[config.mk]
export PLATFORM = sky130hd
export DESIGN_NAME = cmp_seq_ctrl
export DESIGN_NICKNAME = d
export VERILOG_FILES = /design/src/rtl/cmp_seq_ctrl.sv
export SDC_FILE = /design/constraint.sdc
export NUM_CORES = 1
export LEC_CHECK = 0
export ABC_AREA = 1
export CAP_MARGIN = 20
export CORE_UTILIZATION = 53
export CTS_BUF_LIST = sky130_fd_sc_hd__clkbuf_4
export DETAILED_ROUTE_END_ITERATION = 6
export PLACE_DENSITY = 0.95
export SYNTH_ARGS = -nofsm -noshare
export SYNTH_HDL_FRONTEND = slang
export SYNTH_SLANG_ARGS = --single-unit
[constraint.sdc]
create_clock -name clk -period 4.1 [get_ports clk]
set_input_delay 0.615 -clock clk [delete_from_list [all_inputs] [get_ports clk]]
set_output_delay 0.615 -clock clk [all_outputs]
set_load 0.01 [all_outputs]
[src/rtl/cmp_seq_ctrl.sv]
// cmp_seq_ctrl: MSB-first 2-bit digit magnitude-compare sequencer driving an RGB LED
// Define LED_PWM_EN to gate the LEDs with a free-running brightness PWM.
module cmp_seq_ctrl #(
  parameter int WIDTH    = 8,
  parameter int PWM_BITS = 4
) (
  input  logic                clk,
  input  logic                rst,
  input  logic                start,
  input  logic [WIDTH-1:0]    a_in,
  input  logic [WIDTH-1:0]    b_in,
  input  logic [PWM_BITS-1:0] bright,
  output logic                busy,
  output logic                done,
  output logic                red,
  output logic                green,
  output logic                blue
);
  localparam int ND = WIDTH / 2;
  localparam int IW = (ND > 1) ? $clog2(ND) : 1;
  typedef enum logic [1:0] {IDLE, COMPARE, DONE} state_t;
  state_t           state_q, state_d;
  logic [WIDTH-1:0] a_q, a_d, b_q, b_d, sa, sb;
  logic [IW-1:0]    idx_q, idx_d;
  logic [1:0]       da, db;
  logic             gt_q, gt_d, lt_q, lt_d, eq_q, eq_d;
  logic             busy_q, busy_d, done_q, done_d;
  logic             red_f, green_f, blue_f;
  always_comb begin
    state_d = state_q;
    a_d     = a_q;
    b_d     = b_q;
    idx_d   = idx_q;
    gt_d    = gt_q;
    lt_d    = lt_q;
    eq_d    = eq_q;
    sa      = a_q >> (2 * idx_q);
    sb      = b_q >> (2 * idx_q);
    da      = sa[1:0];
    db      = sb[1:0];
    case (state_q)
      IDLE: if (start) begin
        a_d     = a_in;
        b_d     = b_in;
        idx_d   = IW'(ND - 1);
        state_d = COMPARE;
      end
      COMPARE: if (da != db) begin
        gt_d    = da > db;
        lt_d    = da < db;
        eq_d    = 1'b0;
        state_d = DONE;
      end else if (idx_q == '0) begin
        gt_d    = 1'b0;
        lt_d    = 1'b0;
        eq_d    = 1'b1;
        state_d = DONE;
      end else begin
        idx_d = idx_q - 1'b1;
      end
      default: state_d = IDLE;
    endcase
    busy_d = state_d == COMPARE;
    done_d = state_d == DONE;
  end
  always_ff @(posedge clk) begin
    if (rst) begin
      state_q <= IDLE;
      a_q     <= '0;
      b_q     <= '0;
      idx_q   <= '0;
      gt_q    <= 1'b0;
      lt_q    <= 1'b0;
      eq_q    <= 1'b0;
      busy_q  <= 1'b0;
      done_q  <= 1'b0;
    end else begin
      state_q <= state_d;
      a_q     <= a_d;
      b_q     <= b_d;
      idx_q   <= idx_d;
      gt_q    <= gt_d;
      lt_q    <= lt_d;
      eq_q    <= eq_d;
      busy_q  <= busy_d;
      done_q  <= done_d;
    end
  end
  assign busy    = busy_q;
  assign done    = done_q;
  assign red_f   = gt_q | eq_q;
  assign green_f = lt_q | eq_q;
  assign blue_f  = gt_q | lt_q;
`ifdef LED_PWM_EN
  logic [PWM_BITS-1:0] cnt_q, cnt_d;
  logic                on;
  always_comb cnt_d = cnt_q + 1'b1;
  always_ff @(posedge clk) cnt_q <= rst ? '0 : cnt_d;
  assign on    = cnt_q < bright;
  assign red   = red_f & on;
  assign green = green_f & on;
  assign blue  = blue_f & on;
`else
  logic unused_bright;
  assign unused_bright = ^bright;
  assign red   = red_f;
  assign green = green_f;
  assign blue  = blue_f;
`endif
endmodule

After elaboration in Yosys (flattened, before gate mapping)

Index checks and enable logic that the tools add are counted.

Flip-flop bits (word level): 25
Word-level logic and storage cells: 44

Add/subtract/negate cells: 1
Order comparisons: 2
Equal/unequal tests: 7
Shift operators: 2
Multiplexer cells: 13
Bitwise logic cells: 3
Reductions and logical operators: 7

Operators with widths:

| kind                | count |
|---|---|
| $shr 8x3->2         | 2 |
| $mux 2              | 6 |
| $pmux 2 s2          | 2 |
| $ne 2x2->1 const B  | 3 |
| $mux 1              | 5 |
| $eq 2x1->1 const B  | 2 |
| $logic_not 2->1     | 2 |
| $reduce_and 2->1    | 2 |
| $reduce_and 4->1    | 1 |
| $reduce_bool 2->1   | 2 |
| $or 1x1->1          | 3 |
| $eq 2x2->1 const B  | 1 |
| $gt 2x2->1          | 1 |
| $lt 2x2->1          | 1 |
| $ne 2x2->1          | 1 |
| $sub 2x1->2 const B | 1 |

Logic depth before layout (Yosys ltp)

Word-level depth: 5
Depth in mapped cells: 11
Gate-level depth less buffers: 11

Worst setup path after synthesis

OpenSTA, ideal clock, no wires.

Path type: register to register
Start point: register idx_q[0]
End point: register idx_q[1]
Data arrival time: 1.411 ns
Slack: 2.577 ns
Cell stages (with the launch flop): 11
Buffers on the path: 1
Cell sequence: dfxtp_1 buf_2 o21ai_0 o22ai_1 ha_1 nand2_1 nor2_2 nand2_1 nand2_1 nor2_1 nor2_1

Word-level cells in the longest chain between the ends: 4
Elaborated cells on any way between the ends: 11
Classes of those cells: 1 x add/sub; 3 x eq/ne; 2 x shift; 3 x mux; 2 x reduce/logical

RTL lines:

| element                                                         | RTL line | RTL |
|---|---|---|
| start: declaration                                              | 24       | `logic [IW-1:0] idx_q, idx_d;` |
| start signal: assignment                                        | 81       | `idx_q <= idx_d;` |
| $shr 8x3->2 (tied with other cells)                             | 37       | `sa = a_q >> (2 * idx_q);` |
| $ne 2x2->1 or $mux 2 (tied branches)                            | 48, 53   |  |
| $ne 2x2->1 (no source line) or $mux 2 (tied branches)           | -        |  |
| $reduce_and 4->1 (no source line) or $pmux 2 s2 (tied branches) | -        |  |

Parallel ways exist; a longest one is shown, timed or not. The select of a mux whose other input is x is not followed.
A chain may end at the register's enable or synchronous reset.

Final worst setup path

Start point: register idx_q[0]
End point: register idx_q[0]

Same word-level chain as after synthesis.

==> results.md <==
* Post-layout minimum cycle time at 2.00 ns
* Final period utilization at 48.8%
* Layout Utilization at 69.2%
* Wire length per cell at 10.4 um
* Vias in the first global route at 903
* Violated checks: design-rule violations
* DP Area at 1310 um^2
* Leak at 0.582 nW
* Count of routing violations after the opening detailed-route iteration at 21
* Die footprint at 2230 um^2
* Gpl congestion at 0.780
* Least-Margin Pin Slew at 0.648 ns
* Die H at 47.3 um
* Pwr Total at 0.568 mW
* Post-Syn Instances at 154
* Synth Area in Simple Gates at 25.1%
* Synth Register Bits at 25
* Syn_nets at 180
* DRT antenna net count at 0
* Final-report hold violation count at 0
* Die width at 47.3 um
* Row cnt at 16
* Final Cell Area at 1340 um^2
* Unrepaired setup endpoints after global routing: no
* Synth warn at 0
* Core area at 1940 um^2
* Final net count at 203
* Initial antenna violation count at 0
* Area Overhead vs Synth at 23.7%
* Clk Latency, worst-skew pair at 0.31 ns
* Worst vdd ir at 0.260 mV
* CP arrival at 2.25 ns
* Reg2reg setup slack at 2.10 ns
* Post-synthesis sequential area ratio at 46.1%
* Ant. Diodes at 0
* Area leader, netlist: dfxtp_1
* Ports at 28
* GR Overflow Total at 0
* Drc violations at 1
* Pwr/cell area at 423 nW/um^2
* Slew margin rel. at 56.7%
* Post-Synth Adder-Cell Area at 3.46%
* Root buf cell: clkbuf_4
* Hold_buf cts at 0
* Final std cells w/o fill at 203
* DRT Wirelength at 2110 um
* Setup Skew at 0.00440 ns
* Mapped Avg Cell Area at 7.05 um^2
* Final Setup Violations at 0
* Setup crit end kind: register
* Initial Util at 55.9%
* Yosys cell types at 16
* Crit path launch type: register
* Post-synthesis compound-gate area fraction at 16.4%
* Setup ws final at 2.10 ns
* Status: finished, violations left
* Total Routing Usage GR at 23.2%
* Mux cell area share after synthesis at 0%
* WHS at 0.475 ns
* Clock transition at the registers of the reported paths at 0.12 ns
* Share of cells above drive strength 1 at 3.98%
* CTS tree: yes
* CP Data Required Time at 4.35 ns
* DR vias at 1004
* Critical Path Fanout Max at 13
* Xor-xnor portion of the synthesized cell area at 0%
* Largest net degree at the start of global routing at 21
* Max-cap violations at 0
* Critical path class: register to register
* Post-synth top area share at 46.1%
* Final HPWL DP at 1580 um
* First-pass GRT wire length at 3670 um
* Fmax at 500 MHz
* Ranking of synthesized cells by area: dfxtp_1, nor2_1, o21ai_0
* Max Buffers Root-to-Sink at 2
* Main combinational cell family by area after synthesis: simple AND/OR/NAND/NOR gates
* H-tree depth at 1
* Dpl cells at 199
* CTS Sinks at 25
* Most frequent cells in the layout: nor2_1, o21ai_0, dfxtp_1
* Drt via density at 4.95
* Final setup TNS at 0 ns
* DP Worst Slack at 2.02 ns
* Most common cell after layout, fill and taps aside: nor2_1
* Num CTS Buffers at 3
* PortBufs at 23
* Pre-antenna DRT Iters at 6
* Synth Cell Area at 1090 um^2
* Fin. max-slew vios at 0
* Setup bufs post-CTS at 0
* Worst min path class: register to register
* Resize count post-CTS at 0
Yosys cell counts:
cell,count
clkbuf_1,1
a21oi_1,8
buf_2,1
o21ai_0,25
inv_2,1
clkinv_4,1
inv_1,13
dfxtp_1,25
clkbuf_2,1
nor2_2,1
buf_6,2
nand2_1,19
ha_1,3
nor2_1,48
o22ai_1,2
nand3_1,3
metal layers:
layer | vias to the layer above | track usage, % | part of all wire [%]
li1 | 534 | - | -
met1 | 440 | 27.9 | 42
met2 | 27 | 41.1 | 52
met3 | 3 | 3.46 | 4.5
met4 | 0 | 9.14 | 1.0
met5 | - | 0 | 0
flip-flops by register name (all words and copies together), names as in the netlist:
| register | cells |
|---|---|
| gt_q | 1 |
| eq_q | 1 |
| done | 1 |
| a_q | 8 |
| state_q | 2 |
| b_q | 8 |
| idx_q | 2 |
| busy | 1 |
| lt_q | 1 |
critical path: stages (launching register included):
cell	delay [ns]
dfxtp_1	0.55
inv_1	0.21
o21ai_0	0.19
o22ai_1	0.09
ha_1	0.35
nand2_1	0.10
nor2_2	0.13
nand2_1	0.10
nand2_1	0.09
nor2_1	0.05
nor2_1	0.08
power breakdown:
group | leakage (nW) | total (mW) | internal, mW | switching [mW]
sequential | 0.207 | 0.288 | 0.271 | 0.0174
clock | 0.0184 | 0.111 | 0.0446 | 0.0660
combinational | 0.356 | 0.170 | 0.0760 | 0.0938
total | 0.582 | 0.568 | 0.391 | 0.177
cell type report:
type	count	area, um^2
Inverter	15	61.3
Tap cell	27	33.8
Timing Repair Buffer	23	230
Fill cell	182	598
Sequential cell	25	500
Clock buffer	4	30.0
Multi-Input combinational cell	109	488
worst paths after layout:
path                         start                     to  cells after the start
max reg2reg  idx_q[0]$_SDFFE_PP0P_  idx_q[0]$_SDFFE_PP0P_                     10
max          idx_q[0]$_SDFFE_PP0P_  idx_q[0]$_SDFFE_PP0P_                     10
min              gt_q$_SDFFE_PP0P_      gt_q$_SDFFE_PP0P_                      2
min reg2reg      gt_q$_SDFFE_PP0P_      gt_q$_SDFFE_PP0P_                      2
kinds of logic (layout without fill, tap and decap cells):
kind of cell / Yosys count / count (layout)
DFF: 25 / 25
adders and majority gates: 3 / 3
and+or+nand+nor: 71 / 71
AOI/OAI and AO/OA: 35 / 35
buffers and inverters: 20 / 42
Power figures use the tool's default switching activity.
